===== src/rtl/ycbcr_pkg.sv =====
// ycbcr_pkg: shared phase encoding and default frame geometry for the CbYCrY byte parser.
`default_nettype none

package ycbcr_pkg;

    typedef enum logic [1:0] {
        PH_CB = 2'd0,
        PH_Y0 = 2'd1,
        PH_CR = 2'd2,
        PH_Y1 = 2'd3
    } phase_t;

    localparam int DEFAULT_MAX_WIDTH  = 640;
    localparam int DEFAULT_MAX_HEIGHT = 480;

endpackage

`default_nettype wire


===== src/rtl/ycbcr_parser.sv =====
// ycbcr_parser: assembles Cb,Y0,Cr,Y1 byte groups into pixel pairs and tracks x/y position.
// Optional macro YCBCR_PARSER_ERR_CNT_EN adds a saturating 16-bit phase-error counter (err_count).
`default_nettype none

module ycbcr_parser
    import ycbcr_pkg::*;
#(
    parameter int MAX_WIDTH  = DEFAULT_MAX_WIDTH,
    parameter int MAX_HEIGHT = DEFAULT_MAX_HEIGHT
) (
    input  logic        pix_clk,
    input  logic        rst,
    input  logic [7:0]  byte_in,
    input  logic        byte_valid,
    input  logic        frame_start_in,
    input  logic        line_start_in,
    input  logic        line_end_in,
    output logic [7:0]  y0,
    output logic [7:0]  cb,
    output logic [7:0]  y1,
    output logic [7:0]  cr,
    output logic        pair_valid,
    output logic        sof,
    output logic [9:0]  x_pos,
    output logic [8:0]  y_pos,
    output logic        eol,
`ifdef YCBCR_PARSER_ERR_CNT_EN
    output logic [15:0] err_count,
`endif
    output logic        phase_err
);

    localparam logic [9:0] X_LAST = 10'(MAX_WIDTH - 2);
    localparam logic [8:0] Y_LAST = 9'(MAX_HEIGHT - 1);

    phase_t     phase;
    phase_t     phase_base;
    phase_t     phase_next;
    logic       accept;
    logic       pair_emit;
    logic       group_err;
    logic       sof_armed;
    logic       frame_done;
    logic [7:0] cap_cb;
    logic [7:0] cap_y0;
    logic [7:0] cap_cr;

    // Start markers realign before the byte is consumed; line_end is judged after it.
    always_comb begin
        phase_base = (frame_start_in || line_start_in) ? PH_CB : phase;
        accept     = byte_valid && (!frame_done || frame_start_in);
        pair_emit  = accept && (phase_base == PH_Y1);
        phase_next = phase_base;
        if (accept) begin
            case (phase_base)
                PH_CB:   phase_next = PH_Y0;
                PH_Y0:   phase_next = PH_CR;
                PH_CR:   phase_next = PH_Y1;
                default: phase_next = PH_CB;
            endcase
        end
        group_err = line_end_in && (phase_next != PH_CB);
        if (line_end_in) begin
            phase_next = PH_CB;
        end
    end

    always_ff @(posedge pix_clk) begin
        if (rst) begin
            phase <= PH_CB;
        end else begin
            phase <= phase_next;
        end
    end

    always_ff @(posedge pix_clk) begin
        if (rst) begin
            cap_cb     <= '0;
            cap_y0     <= '0;
            cap_cr     <= '0;
            cb         <= '0;
            y0         <= '0;
            cr         <= '0;
            y1         <= '0;
            pair_valid <= 1'b0;
            sof        <= 1'b0;
            sof_armed  <= 1'b0;
            eol        <= 1'b0;
            phase_err  <= 1'b0;
            x_pos      <= '0;
            y_pos      <= '0;
            frame_done <= 1'b0;
        end else begin
            pair_valid <= pair_emit;
            sof        <= pair_emit && sof_armed;
            eol        <= line_end_in;
            phase_err  <= group_err;

            if (accept) begin
                case (phase_base)
                    PH_CB: cap_cb <= byte_in;
                    PH_Y0: cap_y0 <= byte_in;
                    PH_CR: cap_cr <= byte_in;
                    default: begin
                        cb <= cap_cb;
                        y0 <= cap_y0;
                        cr <= cap_cr;
                        y1 <= byte_in;
                    end
                endcase
            end

            if (pair_emit) begin
                sof_armed <= 1'b0;
            end
            if (frame_start_in) begin
                sof_armed <= 1'b1;
            end

            // x_pos names the column of the pair on the outputs, so it steps after that pair.
            if (frame_start_in || line_start_in) begin
                x_pos <= '0;
            end else if (pair_valid && (x_pos < X_LAST)) begin
                x_pos <= x_pos + 10'd2;
            end

            if (frame_start_in) begin
                y_pos      <= '0;
                frame_done <= 1'b0;
            end else if (line_end_in) begin
                if (y_pos < Y_LAST) begin
                    y_pos <= y_pos + 9'd1;
                end else begin
                    frame_done <= 1'b1;
                end
            end
        end
    end

`ifdef YCBCR_PARSER_ERR_CNT_EN
    always_ff @(posedge pix_clk) begin
        if (rst) begin
            err_count <= '0;
        end else if (group_err && (err_count != 16'hFFFF)) begin
            err_count <= err_count + 16'd1;
        end
    end
`endif

endmodule

`default_nettype wire

===== config.mk =====
export PLATFORM = sky130hd
export DESIGN_NAME = ycbcr_parser
export DESIGN_NICKNAME = d
export VERILOG_FILES = /design/src/rtl/ycbcr_pkg.sv /design/src/rtl/ycbcr_parser.sv
export SDC_FILE = /design/constraint.sdc
export NUM_CORES = 1
export LEC_CHECK = 0
export BUFFER_PORTS_ARGS = -buffer_cell sky130_fd_sc_hd__buf_2
export CORE_MARGIN = 4
export CORE_UTILIZATION = 45
export CTS_CLUSTER_SIZE = 30
export DETAILED_ROUTE_END_ITERATION = 6
export MAX_ROUTING_LAYER = met4
export PLACE_DENSITY_LB_ADDON = 0.3
export REMOVE_ABC_BUFFERS = 1
export SLEW_MARGIN = 20
export SYNTH_ARGS = -nofsm -noshare
export SYNTH_HDL_FRONTEND = slang
export SYNTH_SLANG_ARGS = --single-unit

===== constraint.sdc =====
create_clock -name pix_clk -period 1.63 [get_ports pix_clk]
set_input_delay 0.2445 -clock pix_clk [delete_from_list [all_inputs] [get_ports pix_clk]]
set_output_delay 0.2445 -clock pix_clk [all_outputs]
set_load 0.05 [all_outputs]

# Word-level counts from Yosys, hierarchy flattened
# Index checks and enable logic that the tools add are counted.
word_totals:
  register_bits: 83
  input_bits: 14
  out_inout_bits: 55
  word_cells: 51
classes:
  addsub: 2
  magnitude_cmp: 2
  eq_ne: 3
  n_mux: 5
  bitwise: 2
  n_reduce_logical: 21
ops:
  columns: ["cell", "n"]
  rows:
  - ["$reduce_and 2->1", 6]
  - ["$add 10x2->10 const B", 1]
  - ["$lt 10x10->1 const B", 1]
  - ["$add 9x1->9 const B", 1]
  - ["$lt 9x9->1 const B", 1]
  - ["$pmux 2 s3", 1]
  - ["$reduce_or 2->1", 3]
  - ["$logic_and 1x1->1", 5]
  - ["$eq 2x2->1 const B", 2]
  - ["$mux 2", 2]
  - ["$reduce_bool 2->1", 2]
  - ["$reduce_or 3->1", 1]
  - ["$eq 2x1->1 const B", 1]
  - ["$logic_not 2->1", 1]
  - ["$logic_or 1x1->1", 2]
  - ["$mux 1", 2]
  - ["$not 1->1", 2]
  - ["$logic_not 1->1", 1]

# Depth between registers and ports, before layout
# Gate-level depths: netlist (run 1).
depth:
  ltp_word: 7
  depth_mapped: 9
  mapped_depth_nobuf: 7

# Least setup slack after synthesis (run 1)
# OpenSTA, ideal clock, no wires.
synth_path:
  kind: "reg-to-reg"
  start: "register x_pos[9]"
  end: "register x_pos[2]"
  setup_time_ps: 116
  t_arrival_ps: 1473
  required_time_ps: 1514
  setup_slack_ps: 41
  path_stages_with_launch: 5
  path_buffers: 0
  period_less_slack_ps: 1589
  cell_sequence: "dfxtp_1 > nand4_1 > o211ai_2 > mux2i_1 > nor2_1"
synth_between:
  elab_chain_cells: 2
synth_rtl:
  columns: ["element", "line", "rtl"]
  rows:
  - ["from (decl)", "ycbcr_parser.sv:24", "output logic [9:0] x_pos,"]
  - ["from (signal assigned)", "ycbcr_parser.sv:124", "x_pos <= x_pos + 10'd2;"]
  - ["$lt 10x10->1", "ycbcr_parser.sv:123", "end else if (pair_valid && (x_pos < X_LAST)) begin"]
  - ["$logic_and 1x1->1", "ycbcr_parser.sv:123", null]
# No other way between the ends.
# A chain may end at the register's enable or synchronous reset.

# Worst setup path after layout (run 1)
layout_path:
  start: "register phase[0]"
  end: "register cb[7]"
layout_between:
  elab_chain_cells: 5
  elab_cells_between_ends: 7
  cone_classes: "eq/ne: 2; mux: 1; bitwise: 1; reduce/logical: 3"
layout_rtl:
  columns: ["element", "line", "rtl"]
  rows:
  - ["from (decl)", "ycbcr_parser.sv:36", "phase_t phase;"]
  - ["from (signal assigned)", "ycbcr_parser.sv:72", "phase <= phase_next;"]
  - ["$mux 2 *", "ycbcr_parser.sv:50", "phase_base = (frame_start_in || line_start_in) ? PH_CB : phase;"]
  - ["$eq 2x2->1 (tied with other cells)", "ycbcr_parser.sv:100", "case (phase_base)"]
  - ["$reduce_or 3->1 (no line) *", null, null]
  - ["$not 1->1 (no line) *", null, null]
  - ["$reduce_and 2->1 (no line) *", null, null]
  - ["to (signal assigned)", "ycbcr_parser.sv:105", "cb <= cap_cb;"]
  - ["to (decl)", "ycbcr_parser.sv:19", "output logic [7:0] cb,"]
# Every way passes the cells marked *; elsewhere a longest branch is shown, timed or not.

==> flow_metrics.py, run 1 <==
metrics = {
    "setup_path": {
        "cp-startpoint": "phase[0]",
        "cp.required_ns": 1.89,
        "reg2reg_setup_slack_ns": 0.16,
        "critPathMaxStageDelay_ns": 0.31,
        "path_buf_inv": 2,
        "rr_startpoint": "phase[0]",
        "slowest_stage": "dfxtp_1",
        "cp_max_fo": 20,
        "reg2reg_to": "cb[7]",
        "path_class": "flop to flop",
        "crit_family": "buffers and inverters",
        "arrival_ns": 1.74,
        "endpoint_kind": "flop",
        "start_kind": "flop",
        "cpMostUsedCell": "nand2_1",
        "reg2reg_depth": 7,
        "crit_chain": "nand2_1 > inv_1 > ha_1 > o211ai_2 > buf_4 > nand2_1 > a21oi_1",
    },
    "placed_design": {
        "gp_congestion": 0.862,
        "dpl.hpwl_microns": 4590,
        "numPortBuffers": 67,
        "place_ws_ns": 0.0201,
        "placedInstanceArea_sq_um": 3630,
    },
    "yosys": {
        "ys_seq_area_share_pct": 51.1,
        "yosys-top-cells-area": "dfxtp_1 51%, mux2i_1 8.4%, nand2_1 8.4%, a21oi_1 6.1%, nor2_1 5.0%",
        "syn-cell-area_sq_um": 3210,
        "avgSynthCellArea_sq_um": 9.02,
        "yosys_warnings": 0,
        "synth_top_area_share_pct": 51.1,
        "synth_area_leader_cell": "dfxtp_1",
        "synth-async-reset-ratio_pct": 0,
        "synth-edff-count": 0,
        "netlist_instances": 356,
        "synth_cell_types": 39,
        "synth_flop_cell": "dfxtp_1",
        "ys_seq_elements": 82,
    },
    "drt": {
        "vias_per_cell": 5.02,
        "route.detailed.drc": 0,
        "ant_nets": 0,
        "num_vias": 2614,
        "drt_iter0_markers": 73,
        "wirelength_microns": 6730,
        "firstDrtPassIters": 4,
        "wire_per_inst_microns": 12.9,
    },
    "global_route": {
        "grt_pass1_wl_microns": 11400,
        "antenna_found_initial": 0,
        "grt_max_degree": 58,
        "grt_overflow": 0,
        "grt_pass1_vias": 2469,
        "gr-usage-all-layers_pct": 17.0,
    },
    "power": {
        "sw_frac_of_total_pct": 22.2,
        "p_clk_share_pct": 39.7,
        "switchingPower_mw": 0.804,
        "p_leak_nw": 1.66,
        "pwr-share-seq_pct": 56.2,
        "combPwrFrac_pct": 4.2,
        "powerDensity_nw_per_um2": 947,
        "intPower_mw": 2.81,
        "ir_drop_mv": 0.599,
    },
    "finish": {
        "insertedDiodeCount": 0,
        "fin_nets": 441,
        "fillers": 668,
        "drive_gt1_share_pct": 22.6,
        "fin_area_sq_um": 3820,
        "area_delta_synth_final_pct": 19.0,
        "post-route-util_pct": 55.6,
    },
    "sta": {
        "fin_hold_ws_ns": 0.171,
        "setup_viol": 0,
        "fin_tns_setup_ns": 0,
        "rsz0062_at_grt": "false",
        "tightest_slew_ns": 0.576,
        "min_period_ns": 1.47,
        "final_max_slew_viol_count": 0,
        "clock_skew_ns": 0.0116,
        "hold_violations": 0,
        "fmax_mhz": 678,
        "slew_headroom_pct": 61.6,
        "finalCritPeriodShare_pct": 90.5,
        "layout_setup_ws_ns": 0.156,
    },
    "job": {
        "maxCapViolations": 0,
    },
    "clock_network": {
        "cts_resized": 0,
        "post_cts_buffers": 0,
        "numCtsBuffers": 9,
        "tritoncts": "done",
        "clk_pin_slew_ns": 0.08,
        "clock_sinks": 82,
        "cts.path.max_buffers": 2,
        "htree_levels": 3,
        "postCtsHoldBufs": 0,
        "clock_latency_ns": 0.34,
        "cts-root-buf": "clkbuf_8",
    },
    "floorplan": {
        "die_h_microns": 92.5,
        "die_area_sq_um": 8550,
        "start_util_pct": 46.7,
        "core_area_sq_um": 6870,
        "fp.dieW_microns": 92.5,
        "pin_count": 69,
        "fp-row-count": 30,
    },
    "worst_hold_path": {
        "min_from": "byte_in[1]",
        "hold-path-cell-count": 3,
        "worstHoldPathType": "primary input to flop",
        "holdPathEnd": "y1[1]",
    },
    "outcome": {
        "outcome": "finished, final reports clean",
    },
}
==> per-stage QoR <==
| stage | cells | total power, mW |
|---|---|---|
| final | 521 | 3.62 |
| after global routing | 521 | 3.77 |
| after CTS | 521 | 3.66 |
| after detailed placement | 506 | 2.23 |
| after global placement | 506 | 2.23 |
| after floorplan | 337 | 2.15 |
==> worst register-to-register path: cells and delay by family, from the launching register on <==
| family | cells | cell delay [ns] |
|---|---|---|
| compound gates | 2 | 0.26 |
| simple gates | 2 | 0.23 |
| buf+inv | 2 | 0.38 |
| flops | 1 | 0.31 |
| fa+ha+maj | 1 | 0.23 |
==> Yosys cell counts, types with 3 or more instances <==
cell      count
inv_1         4
buf_2         9
nor3_1        3
xor2_1        3
o21ai_0       4
dfxtp_1      82
nand3_1       7
xnor2_1       5
mux2i_1      27
buf_4         4
nand2_1      72
nand4_1       7
a21oi_1      39
clkbuf_1      5
nor2_1       43
ha_1          6
or3_1         5
o211ai_4      3
o31ai_1       3
==> registers in the layout (all words and copies together), names as in the netlist <==
register,cells
phase_err,1
cap_y0,8
cr,8
y1,8
pair_valid,1
cb,8
y_pos,9
sof_armed,1
x_pos,9
cap_cb,8
y0,8
eol,1
sof,1
frame_done,1
cap_cr,8
phase,2
==> kinds of logic after synthesis <==
kind of cell / synth area share [%]
multiplexers: 8.42
XOR/XNOR: 2.18
buffers and inverters: 3.62
flip-flops: 51.1
other: 0.117
AO/OA/AOI/OAI: 13.4
adder cells (fa/ha/maj): 2.34
AND/OR/NAND/NOR: 18.8
==> power by group through the flow <==
stage               Sequential (mW)  Clock, mW  Combinational, mW
finish                         2.03       1.43              0.150
global route                   2.04       1.57              0.165
CTS                            2.03       1.48              0.151
detailed placement             2.08          0              0.151
global placement               2.08          0              0.149
floorplan                      2.09          0             0.0576
==> final cells by class <==
| cell class | instances | area [sq um] | share of cell area (%) |
|---|---|---|---|
| clock buffer | 11 | 141 | 3.70 |
| clock inverter | 4 | 52.6 | 1.38 |
| inverter | 5 | 18.8 | 0.491 |
| multi-input combinational | 250 | 1450 | 38.0 |
| sequential | 82 | 1640 | 43.0 |
| tap | 96 | 120 | 3.14 |
| timing repair buffer | 73 | 393 | 10.3 |
==> routing by layer <==
layer	part of all wire [%]	global-route usage (%)
met5	0	-
met4	0.62	3.71
met3	5.4	6.17
met2	47	27.3
met1	47	20.4
==> worst max-delay path by stage <==
stage	slack, ns	cells after the start	end
2_1_floorplan	-0.005	7	cb[0]
3_3_place_gp	0.06	9	y0[5]
4_1_cts	0.15	7	cb[7]
3_5_place_dp	0.02	9	y0[4]
6_report	0.16	7	cb[7]
5_1_grt	0.008	7	cb[7]
==> cells in the final DEF, fill, tap and decap left out, types with 2 or more instances in the layout <==
cell type | netlist | layout
dfxtp_1 | 82 | 82
nand2_1 | 72 | 72
buf_2 | 9 | 67
nor2_1 | 43 | 43
a21oi_1 | 39 | 39
mux2i_1 | 27 | 27
clkbuf_8 | 0 | 10
nand4_1 | 7 | 7
nand3_1 | 7 | 7
ha_1 | 6 | 6
xnor2_1 | 5 | 5
or3_1 | 5 | 5
buf_4 | 4 | 5
inv_1 | 4 | 4
o21ai_0 | 4 | 4
nor3_1 | 3 | 3
o31ai_1 | 3 | 3
xor2_1 | 3 | 3
o211ai_4 | 3 | 3
o21ai_1 | 2 | 2
o211ai_2 | 2 | 2
nor2b_1 | 2 | 2
o211ai_1 | 2 | 2
a31oi_1 | 2 | 2
clkinv_4 | 0 | 2
No activity file was read; power rests on OpenSTA's default activity.
==> inputs of run 2 (changes only) <==
--- a/config.mk
+++ b/config.mk
@@ -7,12 +7,14 @@
 export LEC_CHECK = 0
 export BUFFER_PORTS_ARGS = -buffer_cell sky130_fd_sc_hd__buf_2
 export CORE_MARGIN = 4
-export CORE_UTILIZATION = 45
+export CORE_UTILIZATION = 30
 export CTS_CLUSTER_SIZE = 30
 export DETAILED_ROUTE_END_ITERATION = 6
 export MAX_ROUTING_LAYER = met4
 export PLACE_DENSITY_LB_ADDON = 0.3
 export REMOVE_ABC_BUFFERS = 1
+export SKIP_CTS_REPAIR_TIMING = 1
+export SKIP_LAST_GASP = 1
 export SLEW_MARGIN = 20
 export SYNTH_ARGS = -nofsm -noshare
 export SYNTH_HDL_FRONTEND = slang
==> run 2 against run 1 <==
Compared with the run above: die area is 45% higher; critical path depth stayed put; non-clock buffer count is 3 higher; sequential power hardly changed; power is 1.5% higher; register-to-register slack better by 0.08 ns; routed wire length is 8.0% higher; global-route usage is 4.8 points lower; combinational power is 5% higher; fmax is 5.6% higher; first-iteration DRC count is 52% higher; critical path type unchanged.
==> flow_metrics.py, run 2 (synthesis gave the netlist of run 1 again) <==
metrics = {
    "finish": {
        "insertedDiodeCount": 0,
        "drive_gt1_share_pct": 23.5,
        "area_delta_synth_final_pct": 21.8,
        "regArea_sq_um": 1640,
        "post-route-util_pct": 37.7,
        "fin_nets": 444,
        "fillers": 1095,
        "reg_top3": "x_pos: 9 flops, y_pos: 9 flops",
        "final_common_cell": "dfxtp_1",
        "multiInputGateArea_sq_um": 1450,
        "final_cell_mix": "82 x dfxtp_1, 72 x nand2_1, 67 x buf_2, 43 x nor2_1, 39 x a21oi_1",
    },
    "worst_hold_path": {
        "worstHoldPathType": "primary input to flop",
    },
    "setup_path": {
        "cp.required_ns": 1.91,
        "cp_max_fo": 32,
        "start_kind": "flop",
        "arrival_ns": 1.67,
        "path_class": "flop to flop",
        "endpoint_kind": "flop",
    },
    "sta": {
        "hold_violations": 0,
        "setup_viol": 0,
        "layout_setup_ws_ns": 0.234,
        "clock_skew_ns": 0.0122,
        "fmax_mhz": 716,
        "rsz0062_at_grt": "false",
        "fin_tns_setup_ns": 0,
        "finalCritPeriodShare_pct": 85.6,
        "final_max_slew_viol_count": 0,
        "fin_hold_ws_ns": 0.161,
        "min_period_ns": 1.40,
    },
    "drt": {
        "vias_per_cell": 4.72,
        "route.detailed.drc": 0,
        "wire_per_inst_microns": 12.9,
        "wirelength_microns": 7270,
        "drt_iter0_markers": 111,
        "num_vias": 2664,
        "firstDrtPassIters": 5,
        "ant_nets": 0,
    },
    "global_route": {
        "grt_max_degree": 33,
        "antenna_found_initial": 0,
        "grt_pass1_vias": 2495,
        "gr-usage-all-layers_pct": 12.2,
        "grt_pass1_wl_microns": 12100,
        "grt_overflow": 0,
    },
    "clock_network": {
        "tritoncts": "done",
        "cts-root-buf": "clkbuf_8",
        "htree_levels": 3,
        "cts.path.max_buffers": 2,
        "clk_pin_slew_ns": 0.09,
        "clock_latency_ns": 0.35,
        "clock_sinks": 82,
        "numCtsBuffers": 9,
    },
    "placed_design": {
        "dpl.hpwl_microns": 5160,
        "gp_congestion": 0.795,
        "place_ws_ns": 0.0341,
        "numPortBuffers": 67,
    },
    "outcome": {
        "outcome": "finished, final reports clean",
    },
    "floorplan": {
        "start_util_pct": 31.0,
        "fp.dieW_microns": 111,
        "fp-row-count": 37,
        "die_area_sq_um": 12400,
        "pin_count": 69,
        "core_area_sq_um": 10400,
        "die_h_microns": 111,
    },
    "power": {
        "p_leak_nw": 1.68,
        "total_power_mw": 3.67,
        "ir_drop_mv": 0.501,
        "powerDensity_nw_per_um2": 939,
    },
    "job": {
        "maxCapViolations": 0,
    },
}
run 2: cell count changes in the layout (fill, tap and decap cells not counted), sizes merged:
cell,before,now
clkbuf,11,9
clkinv,3,2
clkinvlp,0,2
buf,73,76
inv,5,7
run 2: where the power goes:
part / switching, mW / total [mW] / leakage [nW] / internal [mW]
Combinational: 0.107 / 0.157 / 0.920 / 0.0500
Sequential: 0.0102 / 2.03 / 0.663 / 2.02
Clock: 0.765 / 1.48 / 0.0962 / 0.718
Total: 0.882 / 3.67 / 1.68 / 2.79
run 2: path summary, 6_finish.rpt:
check                                 from     to  slack (ns)  depth (start not counted)
worst max-delay path              phase[0]  cr[6]        0.23                          7
worst max register to register    phase[0]  cr[6]        0.23                          7
worst min-delay path            byte_in[3]  y1[3]        0.16                          3
worst min register to register   cap_cb[7]  cb[7]        0.45                          2
run 2: through the flow:
step / cell area (sq um) / std cells
finish: 3910 / 565
global route: 3910 / 565
CTS: 3910 / 565
detailed placement: 3710 / 549
global placement: 3710 / 549
floorplan: 3110 / 337
run 2: metal layers:
| metal | track usage, % | part of all wire [%] | routed length, microns | up-vias |
|---|---|---|---|---|
| met5 | - | 0 | 0 | - |
| met4 | 3.65 | 1.0 | 73 | 0 |
| met3 | 4.02 | 5.6 | 409 | 8 |
| met2 | 18.5 | 45 | 3270 | 64 |
| met1 | 15.4 | 48 | 3520 | 1245 |
| li1 | - | - | - | 1347 |
run 2: worst max-delay path, stage by stage, from the launching register on:
cell     delay [ns]
dfxtp_1        0.32
nand2_1        0.10
inv_1          0.10
ha_1           0.20
o211a_1        0.20
buf_12         0.19
nand2_1        0.07
a21oi_1        0.13
run 2: final cells by class:
class	instances	area share [%]
sequential	82	42.0
multi-input combinational	250	37.1
timing repair buffer	76	10.9
tap	136	4.35
clock buffer	9	3.17
clock inverter	7	1.95
inverter	5	0.480
==> inputs of run 3 (changes only) <==
--- a/config.mk
+++ b/config.mk
@@ -5,11 +5,11 @@
 export SDC_FILE = /design/constraint.sdc
 export NUM_CORES = 1
 export LEC_CHECK = 0
-export BUFFER_PORTS_ARGS = -buffer_cell sky130_fd_sc_hd__buf_2
 export CORE_MARGIN = 4
 export CORE_UTILIZATION = 30
 export CTS_CLUSTER_SIZE = 30
 export DETAILED_ROUTE_END_ITERATION = 6
+export DONT_BUFFER_PORTS = 1
 export MAX_ROUTING_LAYER = met4
 export PLACE_DENSITY_LB_ADDON = 0.3
 export REMOVE_ABC_BUFFERS = 1
==> run 3 against run 2 <==
Compared with the run above: die area stayed put; critical path depth stayed put; critical path type unchanged; largest cell class unchanged; sequential power hardly changed.
==> flow_metrics.py, run 3 (synthesis gave the netlist of run 1 again) <==
metrics = {
    "drt": {
        "drt_iter0_markers": 155,
        "vias_per_cell": 4.78,
        "ant_nets": 0,
        "num_vias": 2473,
        "wire_per_inst_microns": 14.3,
        "wirelength_microns": 7390,
        "firstDrtPassIters": 4,
        "route.detailed.drc": 0,
    },
    "setup_path": {
        "endpoint_kind": "flop",
        "cp_max_fo": 16,
        "start_kind": "flop",
        "cp-startpoint": "phase[0]",
        "cp.required_ns": 1.87,
        "slowest_stage": "dfxtp_1",
        "critPathMaxStageDelay_ns": 0.31,
        "crit_family": "simple AND/OR/NAND/NOR gates",
        "crit_chain": "nand2_1 > inv_1 > ha_1 > o211ai_2 > buf_4 > nor2_1 > and2_1",
        "path_class": "flop to flop",
        "rr_startpoint": "phase[0]",
        "path_buf_inv": 2,
        "arrival_ns": 1.70,
    },
    "power": {
        "p_leak_nw": 1.45,
        "powerDensity_nw_per_um2": 1000,
        "ir_drop_mv": 0.621,
        "total_power_mw": 3.75,
    },
    "finish": {
        "area_delta_synth_final_pct": 16.9,
        "final_cell_mix": "82 x dfxtp_1, 72 x nand2_1, 43 x nor2_1, 39 x a21oi_1, 27 x mux2i_1",
        "reg_top3": "x_pos: 9 flops, y_pos: 9 flops",
        "drive_gt1_share_pct": 13.4,
        "multiInputGateArea_sq_um": 1450,
        "layout.cells.non_filler": 517,
        "fillers": 1087,
        "post-route-util_pct": 36.2,
        "fin_area_sq_um": 3750,
        "insertedDiodeCount": 0,
        "regArea_sq_um": 1640,
        "final_common_cell": "dfxtp_1",
        "fin_nets": 397,
    },
    "clock_network": {
        "numCtsBuffers": 9,
        "clock_latency_ns": 0.35,
        "clock_sinks": 82,
        "cts-root-buf": "clkbuf_8",
        "tritoncts": "done",
        "cts.path.max_buffers": 2,
        "htree_levels": 3,
        "clk_pin_slew_ns": 0.08,
    },
    "sta": {
        "fin_hold_ws_ns": 0.0219,
        "fmax_mhz": 686,
        "final_max_slew_viol_count": 0,
        "hold_violations": 0,
        "rsz0062_at_grt": "false",
        "finalCritPeriodShare_pct": 89.5,
        "slew_headroom_pct": 63.2,
        "setup_viol": 0,
        "fin_tns_setup_ns": 0,
        "min_period_ns": 1.46,
        "clock_skew_ns": 0.00905,
        "tightest_slew_ns": 0.551,
        "layout_setup_ws_ns": 0.171,
    },
    "placed_design": {
        "place_ws_ns": 0.102,
        "gp_congestion": 0.773,
        "placedInstanceArea_sq_um": 3500,
        "numPortBuffers": 0,
        "dpl.hpwl_microns": 4860,
        "dp.cells": 500,
    },
    "global_route": {
        "grt_max_degree": 66,
        "grt_overflow": 0,
        "gr-usage-all-layers_pct": 12.2,
        "grt_pass1_vias": 2358,
        "antenna_found_initial": 1,
        "grt_pass1_wl_microns": 12000,
    },
    "worst_hold_path": {
        "min_from": "byte_in[3]",
        "worstHoldPathType": "primary input to flop",
    },
    "floorplan": {
        "die_area_sq_um": 12400,
        "fp-row-count": 37,
        "core_area_sq_um": 10400,
        "pin_count": 69,
        "die_h_microns": 111,
        "start_util_pct": 31.0,
        "fp.dieW_microns": 111,
    },
    "outcome": {
        "outcome": "finished, final reports clean",
    },
    "job": {
        "maxCapViolations": 0,
    },
}
[run 3: cell count changes in the layout (fill, tap and decap cells not counted)]
cell	delta
bufinv_16	+1
buf_12	-1
dlygate4sd3_1	+1
buf_16	+1
buf_2	-67
clkinv_2	-1
buf_4	+19
inv_6	-2
clkinvlp_4	-1
clkbuf_8	+1
clkbuf_1	+1
[run 3: cell type report]
cell class / instances / area share [%]
clock buffers: 11 / 3.77
multi-input cells: 250 / 38.7
clock inverters: 4 / 2.03
inverters: 5 / 0.500
flip-flops and latches: 82 / 43.7
repair buffers: 29 / 6.73
well taps: 136 / 4.53
[run 3: worst paths after layout]
kind	endpoint	slack [ns]	cells past startpoint
min reg2reg	y0[2]	0.46	2
max reg2reg	sof	0.17	7
min	y1[3]	0.02	2
max	sof	0.17	7
[run 3: worst register-to-register path, delay by kind of cell (launching register included)]
kind	cells	cell delay [ns]
AND/OR/NAND/NOR	3	0.41
buffers and inverters	2	0.34
flip-flops	1	0.31
AO/OA/AOI/OAI	1	0.08
adder cells (fa/ha/maj)	1	0.23
[run 3: report_power, final]
group / switching [mW] / internal (mW) / total [mW]
Sequential: 0.0194 / 2.02 / 2.04
Clock: 0.705 / 0.900 / 1.60
Combinational: 0.0662 / 0.0404 / 0.107
[run 3: routing by layer]
metal,up-vias,track usage [%],wire length (microns)
met4,0,4.14,87
met5,-,-,0
met2,73,18.2,3340
met1,1142,14.6,3270
met3,8,5.87,705
li1,1250,-,-
